==> src/rtl/fetch_pkg.sv <==
// Shared types and sizing for the instruction fetch stage.
package fetch_pkg;

  typedef enum logic [1:0] {
    RESET,
    FETCH,
    DRAIN
  } fetch_state_t;

  localparam int MAX_OUTSTANDING = 2;
  localparam int FIFO_DEPTH      = 2;

  typedef struct packed {
    logic [31:0] instr;
    logic [31:0] pc_plus8;
  } fetch_entry_t;

endpackage

==> src/rtl/fetch_buffer.sv <==
// Two-entry in-order instruction buffer between instruction memory and decode.
module fetch_buffer
  import fetch_pkg::*;
#(
  parameter logic [31:0] RESET_PC = 32'h0000_0000
) (
  input  logic         clk,
  input  logic         reset_n,
  input  logic         push,
  input  fetch_entry_t push_data,
  input  logic         pop,
  input  logic         clear,
  output fetch_entry_t head,
  output logic         full,
  output logic         empty,
  output logic [1:0]   count
);

  localparam fetch_entry_t RESET_ENTRY = '{instr: 32'h0, pc_plus8: RESET_PC + 32'd8};

  fetch_entry_t mem_q [FIFO_DEPTH];
  fetch_entry_t mem_d [FIFO_DEPTH];
  logic         rd_ptr_q, rd_ptr_d;
  logic         wr_ptr_q, wr_ptr_d;
  logic [1:0]   count_q, count_d;
  logic         do_push, do_pop;

  always_comb begin
    mem_d    = mem_q;
    rd_ptr_d = rd_ptr_q;
    wr_ptr_d = wr_ptr_q;
    count_d  = count_q;
    do_pop   = pop && (count_q != 2'd0);
    // A full buffer still accepts a push when the head leaves in the same cycle.
    do_push  = push && ((count_q != 2'(FIFO_DEPTH)) || do_pop);
    if (clear) begin
      rd_ptr_d = 1'b0;
      wr_ptr_d = 1'b0;
      count_d  = 2'd0;
    end else begin
      if (do_push) begin
        mem_d[wr_ptr_q] = push_data;
        wr_ptr_d        = ~wr_ptr_q;
      end
      if (do_pop) begin
        rd_ptr_d = ~rd_ptr_q;
      end
      count_d = count_q + 2'(do_push) - 2'(do_pop);
    end
  end

  always_ff @(posedge clk) begin
    if (!reset_n) begin
      for (int i = 0; i < FIFO_DEPTH; i++) begin
        mem_q[i] <= RESET_ENTRY;
      end
      rd_ptr_q <= 1'b0;
      wr_ptr_q <= 1'b0;
      count_q  <= 2'd0;
    end else begin
      mem_q    <= mem_d;
      rd_ptr_q <= rd_ptr_d;
      wr_ptr_q <= wr_ptr_d;
      count_q  <= count_d;
    end
  end

  assign head  = mem_q[rd_ptr_q];
  assign full  = (count_q == 2'(FIFO_DEPTH));
  assign empty = (count_q == 2'd0);
  assign count = count_q;

endmodule

==> src/rtl/fetch_unit.sv <==
// Instruction fetch stage: PC, request tagging, redirect/flush and delivery to decode.
// Optional FETCH_PERF_EN builds the perf_fetched/perf_flushed counters.
module fetch_unit
  import fetch_pkg::*;
#(
  parameter logic [31:0] RESET_PC = 32'h0000_0000
) (
  input  logic        clk,
  input  logic        reset_n,
  output logic        imem_req,
  output logic [31:0] imem_addr,
  input  logic        imem_ready,
  input  logic        imem_rvalid,
  input  logic [31:0] imem_rdata,
  output logic [31:0] Instr,
  output logic        instr_valid,
  input  logic        instr_ready,
  output logic [31:0] PCPlus8,
  input  logic        branch_taken,
  input  logic [31:0] branch_base,
  input  logic [31:0] ExtImm,
  input  logic        pc_write,
  input  logic [31:0] pc_result,
  output logic [31:0] perf_fetched,
  output logic [31:0] perf_flushed
);

  fetch_state_t state_q, state_d;
  logic         boot_q, boot_d;
  logic [31:0]  pc_q, pc_d;
  logic [1:0]   outstanding_q, outstanding_d;
  logic [1:0]   stale_q, stale_d;
  logic [31:0]  tag_q [MAX_OUTSTANDING];
  logic [31:0]  tag_d [MAX_OUTSTANDING];
  logic         tag_rd_q, tag_rd_d;
  logic         tag_wr_q, tag_wr_d;

  logic         redirect, accept, resp, resp_stale, resp_live;
  logic [31:0]  target_raw, target;
  logic [2:0]   inflight;
  logic         fifo_push, fifo_pop, fifo_clear, fifo_full, fifo_empty;
  logic [1:0]   fifo_count;
  fetch_entry_t push_entry, head_entry;

  fetch_buffer #(.RESET_PC(RESET_PC)) u_buffer (
    .clk      (clk),
    .reset_n  (reset_n),
    .push     (fifo_push),
    .push_data(push_entry),
    .pop      (fifo_pop),
    .clear    (fifo_clear),
    .head     (head_entry),
    .full     (fifo_full),
    .empty    (fifo_empty),
    .count    (fifo_count)
  );

  always_comb begin
    redirect   = pc_write | branch_taken;
    target_raw = pc_write ? pc_result : (branch_base + ExtImm);
    target     = target_raw & 32'hFFFF_FFFC;
    // Requests are throttled so every in-flight word already has a buffer slot.
    inflight   = {1'b0, outstanding_q} + {1'b0, fifo_count};
    imem_req   = (state_q == FETCH) && !fifo_full && (inflight < 3'(MAX_OUTSTANDING));
    accept     = imem_req && imem_ready;
    resp       = imem_rvalid && (outstanding_q != 2'd0);
    resp_stale = resp && (stale_q != 2'd0);
    resp_live  = resp && !resp_stale;

    fifo_pop   = instr_valid && instr_ready;
    fifo_push  = resp_live && !redirect;
    fifo_clear = redirect;
    push_entry.instr    = imem_rdata;
    push_entry.pc_plus8 = tag_q[tag_rd_q];

    state_d       = state_q;
    boot_d        = boot_q;
    pc_d          = pc_q;
    outstanding_d = outstanding_q + 2'(accept) - 2'(resp);
    stale_d       = stale_q - 2'(resp_stale);
    tag_d         = tag_q;
    tag_rd_d      = tag_rd_q;
    tag_wr_d      = tag_wr_q;

    if (accept) begin
      pc_d            = pc_q + 32'd4;
      tag_d[tag_wr_q] = pc_q + 32'd8;
      tag_wr_d        = ~tag_wr_q;
    end
    if (resp_live) begin
      tag_rd_d = ~tag_rd_q;
    end
    // Everything still in flight after a redirect belongs to the old path.
    if (redirect) begin
      pc_d     = target;
      stale_d  = outstanding_d;
      tag_rd_d = 1'b0;
      tag_wr_d = 1'b0;
    end

    case (state_q)
      RESET: begin
        boot_d = 1'b0;
        if (!boot_q) state_d = FETCH;
      end
      FETCH, DRAIN: begin
        if (redirect) begin
          state_d = (outstanding_d != 2'd0) ? DRAIN : FETCH;
        end else if ((state_q == DRAIN) && (stale_d == 2'd0)) begin
          state_d = FETCH;
        end
      end
      default: state_d = RESET;
    endcase
  end

  always_ff @(posedge clk) begin
    if (!reset_n) begin
      state_q       <= RESET;
      boot_q        <= 1'b1;
      pc_q          <= RESET_PC;
      outstanding_q <= 2'd0;
      stale_q       <= 2'd0;
      for (int i = 0; i < MAX_OUTSTANDING; i++) begin
        tag_q[i] <= 32'h0;
      end
      tag_rd_q      <= 1'b0;
      tag_wr_q      <= 1'b0;
    end else begin
      state_q       <= state_d;
      boot_q        <= boot_d;
      pc_q          <= pc_d;
      outstanding_q <= outstanding_d;
      stale_q       <= stale_d;
      tag_q         <= tag_d;
      tag_rd_q      <= tag_rd_d;
      tag_wr_q      <= tag_wr_d;
    end
  end

  assign imem_addr   = pc_q;
  assign instr_valid = !fifo_empty;
  assign Instr       = head_entry.instr;
  assign PCPlus8     = head_entry.pc_plus8;

`ifdef FETCH_PERF_EN
  logic [31:0] perf_fetched_q, perf_fetched_d;
  logic [31:0] perf_flushed_q, perf_flushed_d;

  // Flush count covers buffered entries lost to a redirect plus every discarded response.
  always_comb begin
    perf_fetched_d = perf_fetched_q + 32'(fifo_pop);
    perf_flushed_d = perf_flushed_q + 32'(resp_stale);
    if (redirect) begin
      perf_flushed_d = perf_flushed_d + 32'(fifo_count) - 32'(fifo_pop) + 32'(resp_live);
    end
  end

  always_ff @(posedge clk) begin
    if (!reset_n) begin
      perf_fetched_q <= 32'h0;
      perf_flushed_q <= 32'h0;
    end else begin
      perf_fetched_q <= perf_fetched_d;
      perf_flushed_q <= perf_flushed_d;
    end
  end

  assign perf_fetched = perf_fetched_q;
  assign perf_flushed = perf_flushed_q;
`else
  assign perf_fetched = 32'h0;
  assign perf_flushed = 32'h0;
`endif

endmodule

==> config.mk <==
export PLATFORM = sky130hd
export DESIGN_NAME = fetch_unit
export DESIGN_NICKNAME = d
export VERILOG_FILES = /design/src/rtl/fetch_pkg.sv /design/src/rtl/fetch_buffer.sv /design/src/rtl/fetch_unit.sv
export SDC_FILE = /design/constraint.sdc
export NUM_CORES = 1
export LEC_CHECK = 0
export BUFFER_PORTS_ARGS = -buffer_cell sky130_fd_sc_hd__buf_2
export CELL_PAD_IN_SITES_DETAIL_PLACEMENT = 1
export CELL_PAD_IN_SITES_GLOBAL_PLACEMENT = 1
export CORE_ASPECT_RATIO = 0.75
export CORE_MARGIN = 3
export CORE_UTILIZATION = 35
export DETAILED_ROUTE_END_ITERATION = 10
export PLACE_DENSITY_LB_ADDON = 0.25
export SKIP_LAST_GASP = 1
export SYNTH_ARGS = -nofsm -noshare
export SYNTH_HDL_FRONTEND = slang
export SYNTH_HIERARCHICAL = 1
export SYNTH_SLANG_ARGS = --single-unit
==> constraint.sdc <==
create_clock -name clk -period 7 [get_ports clk]
set_input_delay 0.7 -clock clk [delete_from_list [all_inputs] [get_ports clk]]
set_output_delay 0.7 -clock clk [all_outputs]
set_load 0.02 [all_outputs]
Yosys cells after proc, flatten, opt, wreduce, memory -nomap -nowiden. Index checks and enable logic that the tools add are counted.

Input bits: 135. Word-level logic and storage cells: 101. Bits in registers: 237. Output and inout port bits: 162.

Reduce and logical (&&, ||, !) cells: 30. Add/sub/neg operators: 9. Eq/ne operators: 6. Bitwise gates (word level): 11. Mux-type cells: 21. $lt $le $gt $ge: 7.

Operators with widths (number): $mux 64 (4); $mux 32 (7); $bwmux 128 (1); $bwmux 64 (1); $demux 64 s1 (1); $add 32x3->32 const B (1); $add 32x32->32 (1); $add 32x4->32 const B (1); $demux 32 s1 (1); $logic_and 1x1->1 (13); $mux 2 (5); $reduce_bool 2->1 (5); $ge 2x2->1 const B (4); $not 1->2 (4); $logic_not 2->1 (3); $not 1->1 (6); $sub 2x1->2 (3); $add 2x1->2 (2); $eq 2x2->1 const B (2); $logic_not 1->1 (4); $lt 2x1->1 const B (2); $ne 2x2->1 const B (2); $pmux 2 s2 (1); $reduce_and 2->1 (2); 7 further kinds (8).

Longest topological paths before layout. Gate-level depths: netlist of the first run.

Depth in word-level cells: 13. Mapped depth: 17.

By module. Netlist of the first run, hierarchy kept.

Modules (own cells, without submodules): fetch_unit (cells an instance 907, area an instance 7365.8 um^2, instances 1, seq. area each 1981.9 um^2); fetch_buffer (cells an instance 583, area an instance 5798.1 um^2, instances 1, seq. area each 2642.5 um^2).

Worst setup path after synthesis of the first run. OpenSTA, ideal clock, no wires.

Kind: register to register. From: register u_buffer.count_q[0], in the netlist u_buffer/count[0]. To: register state_q[0]. Stages on the path, launching flop included: 18. Data arrival time: 3.637 ns. Period minus slack after synthesis: 3.713 ns. Buffers on the path: 2. Data required time: 6.924 ns. Slack: 3.287 ns. Cells stage by stage: dfxtp_1 > and2_1 > fa_1 > nor4b_4 > and2_4 > buf_8 > inv_6 > clkbuf_1 > ha_1 > inv_1 > ha_1 > xor2_1 > xnor2_1 > inv_1 > o21ai_0 > a21oi_1 > or3_1 > a21boi_0.

Word-level cells in the longest chain between the ends: 12.

RTL lines: from (decl) (RTL line fetch_buffer.sv:25) `logic [1:0] count_q, count_d;`; from (signal assigned) (RTL line fetch_buffer.sv:64) `count_q <= count_d;`; parallel branches: the longest is 3 deep, another holds $add 2x2->3; $logic_and 1x1->1 (*) (RTL line fetch_unit.sv:64) `imem_req = (state_q == FETCH) && !fifo_full && (inflight < 3'(MAX_OUTSTANDING));`; net imem_req (RTL line fetch_unit.sv:10) `output logic imem_req,`; $logic_and 1x1->1 (*) (RTL line fetch_unit.sv:65) `accept = imem_req && imem_ready;`; $add 2x1->2 (*) (RTL line fetch_unit.sv:79) `outstanding_d = outstanding_q + 2'(accept) - 2'(resp);`; $sub 2x1->2 (*) (RTL line fetch_unit.sv:79); $mux 2 (RTL line fetch_unit.sv:94) `if (redirect) begin`; $logic_not 2->1 (RTL line fetch_unit.sv:109) `end else if ((state_q == DRAIN) && (stale_d == 2'd0)) begin`; $logic_and 1x1->1 (RTL line fetch_unit.sv:109); $ne 3x3->1 (no source line); $reduce_and 2->1 (no source line); to (signal assigned) (RTL line fetch_unit.sv:130) `state_q <= state_d;`; to (decl) (RTL line fetch_unit.sv:28) `fetch_state_t state_q, state_d;`.

Mark *: on every way through the listed nets, which the timed path passes. A chain may end at the register's enable or synchronous reset.

Worst setup path in the final report of the first run.
From: register u_buffer.count_q[0], in the netlist u_buffer/count[0]. To: register state_q[0].

Word-level cells in the longest chain between the ends: 12.

RTL lines (RTL line): parallel branches: the longest is 3 deep, another holds $add 2x2->3; $logic_and 1x1->1 (*) (fetch_unit.sv:64); $logic_and 1x1->1 (*) (fetch_unit.sv:65); $add 2x1->2 (*) (fetch_unit.sv:79); $sub 2x1->2 (*) (fetch_unit.sv:79); $mux 2 (fetch_unit.sv:94); $logic_not 2->1 (fetch_unit.sv:109); $logic_and 1x1->1 (fetch_unit.sv:109); $ne 3x3->1 (no source line); $reduce_and 2->1 (no source line).

Mark *: on every way between the ends.

==> results of run 1 <==
==> where the power goes <==
part / leakage, µW / total, µW / internal [µW] / switching [µW]
combinational: 0.00504 / 695 / 276 / 419
clock: 0.000427 / 1430 / 871 / 560
sequential: 0.00187 / 1470 / 1390 / 77.5
total: 0.00734 / 3600 / 2540 / 1060
==> worst register-to-register path: stages, from the launching register on <==
cell and delay, ns:
dfxtp_1 0.47, and2_1 0.19, fa_1 0.45, nor4b_4 0.38, and2_4 0.28, inv_6 0.10, ha_1 0.29, inv_1 0.04
ha_1 0.18, xor2_1 0.15, xnor2_1 0.23, inv_1 0.06, o21ai_0 0.24, a21oi_1 0.10, or3_1 0.30, a21boi_0 0.17
==> worst max-delay path by stage <==
stage	from	to	slack, ns	cells past startpoint
after floorplan	u_buffer/count[0]	state_q[0]	3.29	17
after global placement	u_buffer/count[0]	state_q[0]	3.39	15
after detailed placement	u_buffer/count[0]	state_q[0]	3.28	15
after CTS	u_buffer/count[0]	state_q[0]	3.24	15
after global routing	u_buffer/count[0]	state_q[0]	3.06	15
final	u_buffer/count[0]	state_q[0]	3.30	15
==> flip-flops by register name, indices dropped and copies added, names as in the netlist <==
signal,flops
u_buffer/mem_q,128
tag_q,60
imem_addr,30
outstanding_q,2
stale_q,2
state_q,2
u_buffer/count,2
boot_q,1
tag_rd_q,1
tag_wr_q,1
u_buffer/rd_ptr_q,1
u_buffer/wr_ptr_q,1
==> stage by stage <==
stage                     util, %  hold slack [ns]
after floorplan                 -            0.431
after global placement       39.4            0.439
after detailed placement     39.4            0.445
after CTS                    41.8            0.354
after global routing         41.8            0.383
final                        41.8            0.374
==> logic make-up (layout without fill, tap and decap cells) <==
| kind of cell | after synthesis | in the layout |
|---|---|---|
| fa+ha+maj | 42 | 42 |
| compound gates | 235 | 235 |
| buf+inv | 182 | 309 |
| xor+xnor | 79 | 79 |
| other cells | 1 | 68 |
| flops | 231 | 231 |
| simple gates | 495 | 495 |
| mux | 225 | 225 |
==> area by class of cell <==
cell class              count  area share [%]
multi-input cells        1144            51.0
inverters                  23           0.599
well taps                 496            4.07
clock inverters            15            1.38
repair buffers            241            8.18
clock buffers              30            4.42
flip-flops and latches    231            30.3
==> routing by layer <==
metal | up-vias | part of all wire [%]
met4 | 0 | 1.4
li1 | 5403 | -
met5 | - | 0
met2 | 186 | 49
met1 | 5482 | 46
met3 | 44 | 4.1
==> synth_stat cells, types with 4 or more instances <==
| library cell | instances | area, µm² |
|---|---|---|
| nor2b_1 | 10 | 62.6 |
| a21o_1 | 10 | 75.1 |
| o211a_1 | 57 | 571 |
| xnor2_1 | 46 | 403 |
| o21ai_0 | 41 | 205 |
| buf_1 | 8 | 30.0 |
| and2_1 | 12 | 75.1 |
| nand4_1 | 14 | 87.6 |
| buf_4 | 71 | 533 |
| inv_1 | 21 | 78.8 |
| a222oi_1 | 4 | 40.0 |
| nand3_1 | 19 | 95.1 |
| buf_6 | 5 | 56.3 |
| ha_1 | 41 | 513 |
| mux2_2 | 94 | 1060 |
| nand2_1 | 326 | 1220 |
| dfxtp_1 | 231 | 4620 |
| mux2i_1 | 131 | 1310 |
| o21a_1 | 6 | 45.0 |
| or3_1 | 7 | 43.8 |
| o21ai_1 | 4 | 20.0 |
| nor3_1 | 11 | 55.1 |
| a311oi_1 | 4 | 35.0 |
| a21oi_1 | 55 | 275 |
| a21boi_0 | 6 | 45.0 |
| o211ai_1 | 4 | 30.0 |
| nor4_1 | 7 | 43.8 |
| xor2_1 | 33 | 289 |
| and3_1 | 12 | 75.1 |
| clkbuf_1 | 61 | 229 |
| a31oi_1 | 7 | 43.8 |
| buf_2 | 11 | 55.1 |
| nor2_1 | 56 | 210 |
| o221ai_1 | 10 | 87.6 |
==> key figures, run 1 <==
Yosys
  • Mapped Area: 13,200 µm²
  • Synthesis-stage register bit count: 231
  • Post-synth ARST share: 0%
  • Post-synth EDFFs: 0
  • Post-Synth Simple-Gate Area: 16.7%
  • Synth cell types: 74
  • Post-Synth Adder-Cell Area: 4.05%
  • Multiplexer share of the synthesized area: 18.0%
  • Largest family of logic cells by synthesized area: multiplexers
  • Complex-gate fraction of the synthesized area: 13.0%
  • Mean Syn Cell Area: 8.83 µm²
  • Post-Synth XOR/XNOR Area: 5.26%
  • Synth warn: 6
  • Syn Inst Count: 1,490
  • Synth Flop Type: dfxtp_1
  • Sequential fraction of the synthesis area: 35.1%

Floorplanning
  • Core area: 36,500 µm²
  • Die Span X: 230 µm
  • Die area: 40,000 µm²
  • Die height: 174 µm
  • Starting density of the core: 36.1%
  • Row cnt: 60
  • # IOs: 297

Setup path
  • Critical Setup Path Class: reg2reg
  • Worst path cell trace: and2_1 -> fa_1 -> nor4b_4 -> and2_4 -> inv_6 -> ha_1 -> inv_1 -> ha_1 -> xor2_1 -> xnor2_1 -> inv_1 -> o21ai_0 -> a21oi_1 -> or3_1 -> a21boi_0
  • CP Data Required Time: 7.45 ns
  • CP max-delay cell: dfxtp_1
  • CP top delay family: simple AND/OR/NAND/NOR gates
  • Arrival time at the worst endpoint: 4.15 ns
  • Reg2reg end: state_q[0]
  • Critical Path Sink Type: register
  • Reg2reg start: u_buffer/count[0]
  • CP Launch Type: register
  • Crit-path max FO: 16
  • R2R Setup Slk: 3.30 ns
  • WP buf/inv: 3
  • Worst stage delay on the critical path: 0.47 ns
  • FF-to-FF path depth: 15

Min path
  • HP Start: pc_result[11]
  • Worst min path class: in2reg
  • Hold Path Stages: 3
  • Hold endpoint: imem_addr[11]

Detailed routing
  • WL/cell: 18.3 µm
  • Mean number of vias per cell: 5.10
  • Drt pass-1 iters: 5
  • Antenna Nets Post-Route: 0
  • # DRC: 0
  • Vias: 11,100
  • Initial drt markers: 545
  • Final Routed Wirelength: 39,800 µm

Finish
  • Finished Layout Cells: 2,180
  • Fillers: 4,374
  • Commonest non-fill, non-tap cell in the layout: nand2_1
  • Fraction of layout cells with a size suffix above 1: 23.8%
  • Layout area overhead: 15.8%
  • Area of the multi-input gates: 7780 µm²
  • Post-route cell area: 15,200 µm²
  • FF/Latch Area: 4630 µm²
  • Layout Nets: 1,843
  • N_diodes: 0
  • Commonest cells after routing, fill and taps aside: 326 x nand2_1, 229 x dfxtp_1, 227 x buf_2, 131 x mux2i_1, 94 x mux2_2

STA
  • RSZ-0062 raised after global routing: false
  • Top achievable clock speed: 0.270 GHz
  • Final setup fails: 0
  • Final WS setup: 3.30 ns
  • Max_slew headroom: 41.6%
  • Final Critical Period: 3.70 ns
  • Slew @ Worst Pin: 0.876 ns
  • Ratio of final minimum period to clock period: 52.8%
  • Max Transition Viols Final: 0
  • Final hold violations: 0
  • Setup Skew: 0.0177 ns
  • Setup TNS: 0 ns

Run
  • Max-cap violations: 0

CTS
  • CTS resizes: 0
  • CTS Sinks: 231
  • Post-CTS setup buffer count: 0
  • TritonCTS clock tree: built
  • Clock buffer depth: 3
  • Worst skew pair latency: 0.53 ns
  • CTS root buffer: clkbuf_16
  • Post-CTS Hold Buffers: 0
  • CTS buffer count: 25
  • Clock transition at the registers of the reported paths: 0.07 ns
  • CTS HTree Levels: 1

Pwr
  • Total Power: 3600 µW
  • Leakage: 0.00734 µW
  • Worst VDD drop: 150 µV
  • Total power density per cell area: 236 nW/µm²

Global routing
  • Grt peak-use layer: met2
  • Vias in the first global route: 11,500
  • Total grt overflow: 0
  • Largest net degree at the start of global routing: 87
  • Grt met1 use: 25.3%
  • Met2 Use GR: 33.1%
  • Met3 global-route usage: 3.03%
  • First-pass GRT wire length: 62,300 µm
  • Initial antenna violation count: 0
  • GRT Total Usage: 19.0%

Placed design
  • GPL Wtd Cong: 0.849
  • PortBufs: 228
  • Placed instance area: 14,400 µm²
  • Place WS: 3.28 ns
  • DP Wirelength: 29,500 µm
  • Placed cells: 2,135

Outcome
  • Status: complete, no violations
(Power assumes the default switching activity.)
==> run 2: changes to the inputs <==
Clock period 7 ns to 3.7 ns, I/O delays scaled along.
==> run 2 against run 1 <==
Cell count up 0.37%. First-iteration DRC count up 19%. Largest cell class unchanged. Total power up 89%.
==> key figures, run 2 (same netlist as run 1, synthesis figures left out) <==
Outcome
  • Status: complete, no violations

Detailed routing
  • Final Routed Wirelength: 40,100 µm
  • Antenna Nets Post-Route: 0
  • Initial drt markers: 650
  • Vias: 11,100
  • Drt pass-1 iters: 5
  • Mean number of vias per cell: 5.08
  • # DRC: 0
  • WL/cell: 18.3 µm

Min path
  • Hold Path Stages: 3
  • Hold endpoint: imem_addr[16]
  • HP Start: pc_result[16]
  • Worst min path class: in2reg

Pwr
  • Switch share: 29.5%
  • Int Pwr: 4790 µW
  • Leakage: 0.00740 µW
  • Clock network fraction of total power: 39.3%
  • Sw power: 2010 µW
  • Worst VDD drop: 287 µV
  • Sequential share of power: 41.0%
  • Comb pwr share: 19.7%
  • Total power density per cell area: 443 nW/µm²

Finish
  • Commonest non-fill, non-tap cell in the layout: nand2_1
  • N_diodes: 0
  • Layout Nets: 1,850
  • Fin util: 42.1%
  • Biggest register: u_buffer/mem_q
  • Layout area overhead: 16.5%
  • Max reg flops: 128
  • Commonest cells after routing, fill and taps aside: 326 x nand2_1, 228 x dfxtp_1, 227 x buf_2, 131 x mux2i_1, 94 x mux2_2
  • Fraction of layout cells with a size suffix above 1: 24.3%

STA
  • Final Critical Period: 3.44 ns
  • Max_slew headroom: 42.0%
  • Final setup fails: 0
  • Slew @ Worst Pin: 0.870 ns
  • Final WS setup: 0.258 ns
  • Final hold violations: 0
  • RSZ-0062 raised after global routing: false
  • Ratio of final minimum period to clock period: 93.0%
  • Max Transition Viols Final: 0
  • Top achievable clock speed: 0.291 GHz
  • Setup TNS: 0 ns
  • Setup Skew: 0.00751 ns

Floorplanning
  • Starting density of the core: 36.1%
  • Die Span X: 230 µm
  • Core area: 36,500 µm²
  • Row cnt: 60
  • Die area: 40,000 µm²
  • Die height: 174 µm
  • # IOs: 297

Placed design
  • Place WS: 0.273 ns
  • PortBufs: 228
  • DP Wirelength: 29,700 µm
  • GPL Wtd Cong: 0.866

Setup path
  • CP Launch Type: register
  • Reg2reg end: state_q[0]
  • R2R Setup Slk: 0.26 ns
  • Arrival time at the worst endpoint: 3.89 ns
  • Critical Path Sink Type: register
  • Reg2reg start: outstanding_q[0]
  • CP Data Required Time: 4.15 ns
  • Critical Setup Path Class: reg2reg
  • FF-to-FF path depth: 15
  • Crit-path max FO: 16

Global routing
  • GRT Total Usage: 19.2%
  • Initial antenna violation count: 0
  • Largest net degree at the start of global routing: 113
  • First-pass GRT wire length: 63,200 µm
  • Vias in the first global route: 11,500
  • Total grt overflow: 0

CTS
  • CTS root buffer: clkbuf_16
  • CTS HTree Levels: 1
  • Post-CTS Hold Buffers: 0
  • CTS buffer count: 25
  • CTS Sinks: 231
  • TritonCTS clock tree: built
  • Clock transition at the registers of the reported paths: 0.06 ns
  • Clock buffer depth: 3
  • Worst skew pair latency: 0.53 ns

Run
  • Max-cap violations: 0
run 2: layer usage:
metal	up-vias	wire [µm]	GRT usage, %
met5	-	0	0
li1	5418	-	-
met3	41	1770	2.65
met1	5469	18800	26.6
met2	195	19000	32.4
met4	0	515	3.09
run 2: how the worst max path moves through the flow:
stage / start / to / slack (ns) / cells after the start
CTS: u_buffer/count[1] / state_q[0] / 0.16 / 14
detailed placement: u_buffer/count[1] / state_q[0] / 0.27 / 14
global placement: u_buffer/count[1] / state_q[0] / 0.34 / 14
global route: outstanding_q[0] / state_q[0] / 0.004 / 15
floorplan: u_buffer/count[0] / state_q[0] / 0.03 / 17
finish: outstanding_q[0] / state_q[0] / 0.26 / 15
run 2: per-stage QoR:
stage,hold slack (ns),instances,instance area [µm²],power (µW)
after detailed placement,0.448,2140,14400,4160
after floorplan,0.431,1557,13400,3800
after global placement,0.440,2140,14400,4130
after global routing,0.0662,2188,15300,7140
after CTS,0.0429,2186,15300,6860
final,0.0613,2188,15300,6790
run 2: repair_timing:
item                       CTS  global route
setup endpoints to repair    0             1
buffers inserted             0             2
gates resized for setup      0             2
run 2: critical path, cell delays in order, from the launching register on:
cell	delay (ns)
dfxtp_1	0.35
and2_1	0.15
fa_1	0.44
nor4b_4	0.30
and2_4	0.25
inv_6	0.08
ha_1	0.30
inv_1	0.06
ha_1	0.14
xor2_1	0.24
xnor2_2	0.16
inv_1	0.05
o21ai_0	0.23
a21oi_1	0.10
or3_1	0.31
a21boi_0	0.18
run 2: cell type report:
type                    count  area [µm²]
fillers                  4367       21100
flip-flops and latches    231        4630
clock inverters            12         141
multi-input cells        1144        7780
repair buffers            248        1340
clock buffers              34         739
inverters                  23        91.3
well taps                 496         621
run 2: power groups by stage:
stage	logic, µW	registers, µW	clock network, µW
after global placement	1310	2830	0
after global routing	1490	2800	2850
after detailed placement	1320	2840	0
final	1340	2780	2670
after floorplan	987	2810	0
after CTS	1340	2780	2740
==> run 3: changes to the inputs <==
Settings changed: CORE_ASPECT_RATIO 0.75 to unset.
==> run 3 against run 2 <==
Cell area hardly changed. Flip-flop and latch count stayed put. Sequential power about the same. Setup slack gained 0.00088 ns. Global-route usage down 0.44 points. Core utilization down 0.46 points. Die area about the same. Clock-buffer cell count rose by 7.
==> key figures, run 3 (same netlist as run 1, synthesis figures left out) <==
STA
  • Ratio of final minimum period to clock period: 93.0%
  • Slew @ Worst Pin: 0.856 ns
  • Setup Skew: 0.0154 ns
  • Final hold violations: 0
  • Max Transition Viols Final: 0
  • Max_slew headroom: 42.9%
  • Hold_ws: 0.0368 ns
  • RSZ-0062 raised after global routing: false
  • Setup TNS: 0 ns
  • Top achievable clock speed: 0.291 GHz
  • Final Critical Period: 3.44 ns
  • Final setup fails: 0

Min path
  • Worst min path class: in2reg

Setup path
  • Arrival time at the worst endpoint: 3.89 ns
  • Critical Path Sink Type: register
  • CP max-delay cell: fa_1
  • Worst stage delay on the critical path: 0.45 ns
  • Crit-path max FO: 16
  • CP Launch Type: register
  • R2R Setup Slk: 0.26 ns
  • CP Data Required Time: 4.15 ns
  • Critical Setup Path Class: reg2reg
  • Worst path cell trace: and2_1 -> fa_1 -> nor4b_4 -> and2_4 -> inv_6 -> ha_1 -> inv_1 -> ha_1 -> xor2_1 -> xnor2_1 -> inv_1 -> o21ai_0 -> a21oi_1 -> or3_1 -> a21boi_0

Placed design
  • DP Wirelength: 28,400 µm
  • GPL Wtd Cong: 0.851
  • Placed instance area: 14,400 µm²
  • PortBufs: 228

Detailed routing
  • Vias: 11,000
  • Antenna Nets Post-Route: 0
  • # DRC: 0
  • WL/cell: 17.7 µm
  • Mean number of vias per cell: 5.03
  • Final Routed Wirelength: 38,800 µm
  • Initial drt markers: 528
  • Drt pass-1 iters: 6

Floorplanning
  • Starting density of the core: 35.7%
  • Die area: 40,000 µm²
  • Die height: 200 µm
  • Row cnt: 70
  • Die Span X: 200 µm
  • # IOs: 297
  • Core area: 36,900 µm²

CTS
  • Post-CTS setup buffer count: 0
  • Worst skew pair latency: 0.54 ns
  • CTS buffer count: 28
  • CTS HTree Levels: 1
  • Clock transition at the registers of the reported paths: 0.06 ns
  • CTS root buffer: clkbuf_16
  • Post-CTS Hold Buffers: 0
  • CTS Sinks: 231
  • TritonCTS clock tree: built
  • Clock buffer depth: 3

Global routing
  • Grt met1 use: 23.6%
  • Met2 Use GR: 33.8%
  • Largest net degree at the start of global routing: 140
  • Grt peak-use layer: met2
  • First-pass GRT wire length: 61,200 µm
  • GRT Total Usage: 18.8%
  • Met3 global-route usage: 2.90%
  • Vias in the first global route: 11,500
  • Total grt overflow: 0
  • Initial antenna violation count: 1

Finish
  • Layout area overhead: 16.5%
  • Fillers: 4,390
  • Fin util: 41.6%
  • Commonest non-fill, non-tap cell in the layout: nand2_1
  • Fraction of layout cells with a size suffix above 1: 23.9%
  • Area of the multi-input gates: 7780 µm²
  • Max reg flops: 128
  • Post-route cell area: 15,300 µm²
  • Layout Nets: 1,850
  • FF/Latch Area: 4630 µm²
  • Commonest cells after routing, fill and taps aside: 326 x nand2_1, 228 x dfxtp_1, 227 x buf_2, 131 x mux2i_1, 94 x mux2_2
  • Biggest register: u_buffer/mem_q
  • N_diodes: 0

Pwr
  • Clock network fraction of total power: 39.3%
  • Sequential share of power: 41.1%
  • Sw power: 1990 µW
  • Comb pwr share: 19.6%
  • Worst VDD drop: 250 µV
  • Switch share: 29.4%
  • Leakage: 0.00739 µW
  • Total power density per cell area: 442 nW/µm²
  • Int Pwr: 4780 µW

Run
  • Max-cap violations: 0

Outcome
  • Status: complete, no violations
-- run 3: worst max-delay path: cells and delay by family (launching register included) --
family | cells | cell delay (ns)
xor+xnor | 2 | 0.39
compound gates | 3 | 0.51
flops | 1 | 0.35
buf+inv | 3 | 0.19
fa+ha+maj | 3 | 0.92
simple gates | 4 | 1.01
-- run 3: worst paths after layout --
| check | startpoint | end | depth (start not counted) |
|---|---|---|---|
| min | pc_result[22] | imem_addr[22] | 3 |
| max reg2reg | outstanding_q[0] | state_q[0] | 15 |
| max | outstanding_q[0] | state_q[0] | 15 |
| min reg2reg | u_buffer/mem_q[98] | u_buffer/mem_q[98] | 2 |
-- run 3: final cells by class --
cell class,instances,share of cell area [%]
flip-flops and latches,231,30.2
well taps,504,4.11
repair buffers,245,8.57
clock inverters,8,0.424
clock buffers,41,5.42
inverters,23,0.596
multi-input cells,1144,50.7
-- run 3: stage by stage --
step / total power, µW / worst slack (ns) / instances
floorplan: 3800 / 0.0300 / 1557
global placement: 4140 / 0.350 / 2147
detailed placement: 4160 / 0.255 / 2147
CTS: 6860 / 0.216 / 2196
finish: 6770 / 0.259 / 2196
global route: 7140 / 0.0108 / 2196
-- run 3: layer usage --
layer / up-vias / wire [µm]
met5: - / 13
met4: 2 / 1030
met3: 67 / 1600
met2: 207 / 19400
met1: 5353 / 16700
li1: 5419 / -
-- run 3: power groups by stage --
stage | clock, µW | combinational [µW] | sequential (µW)
global placement | 0 | 1320 | 2830
detailed placement | 0 | 1330 | 2830
global route | 2850 | 1480 | 2800
finish | 2660 | 1330 | 2780
CTS | 2740 | 1340 | 2780
floorplan | 0 | 987 | 2810
-- run 3: timing repair --
item	CTS	global route
setup endpoints to repair	0	1
gates resized for setup	0	1
hold endpoints to repair	0	0
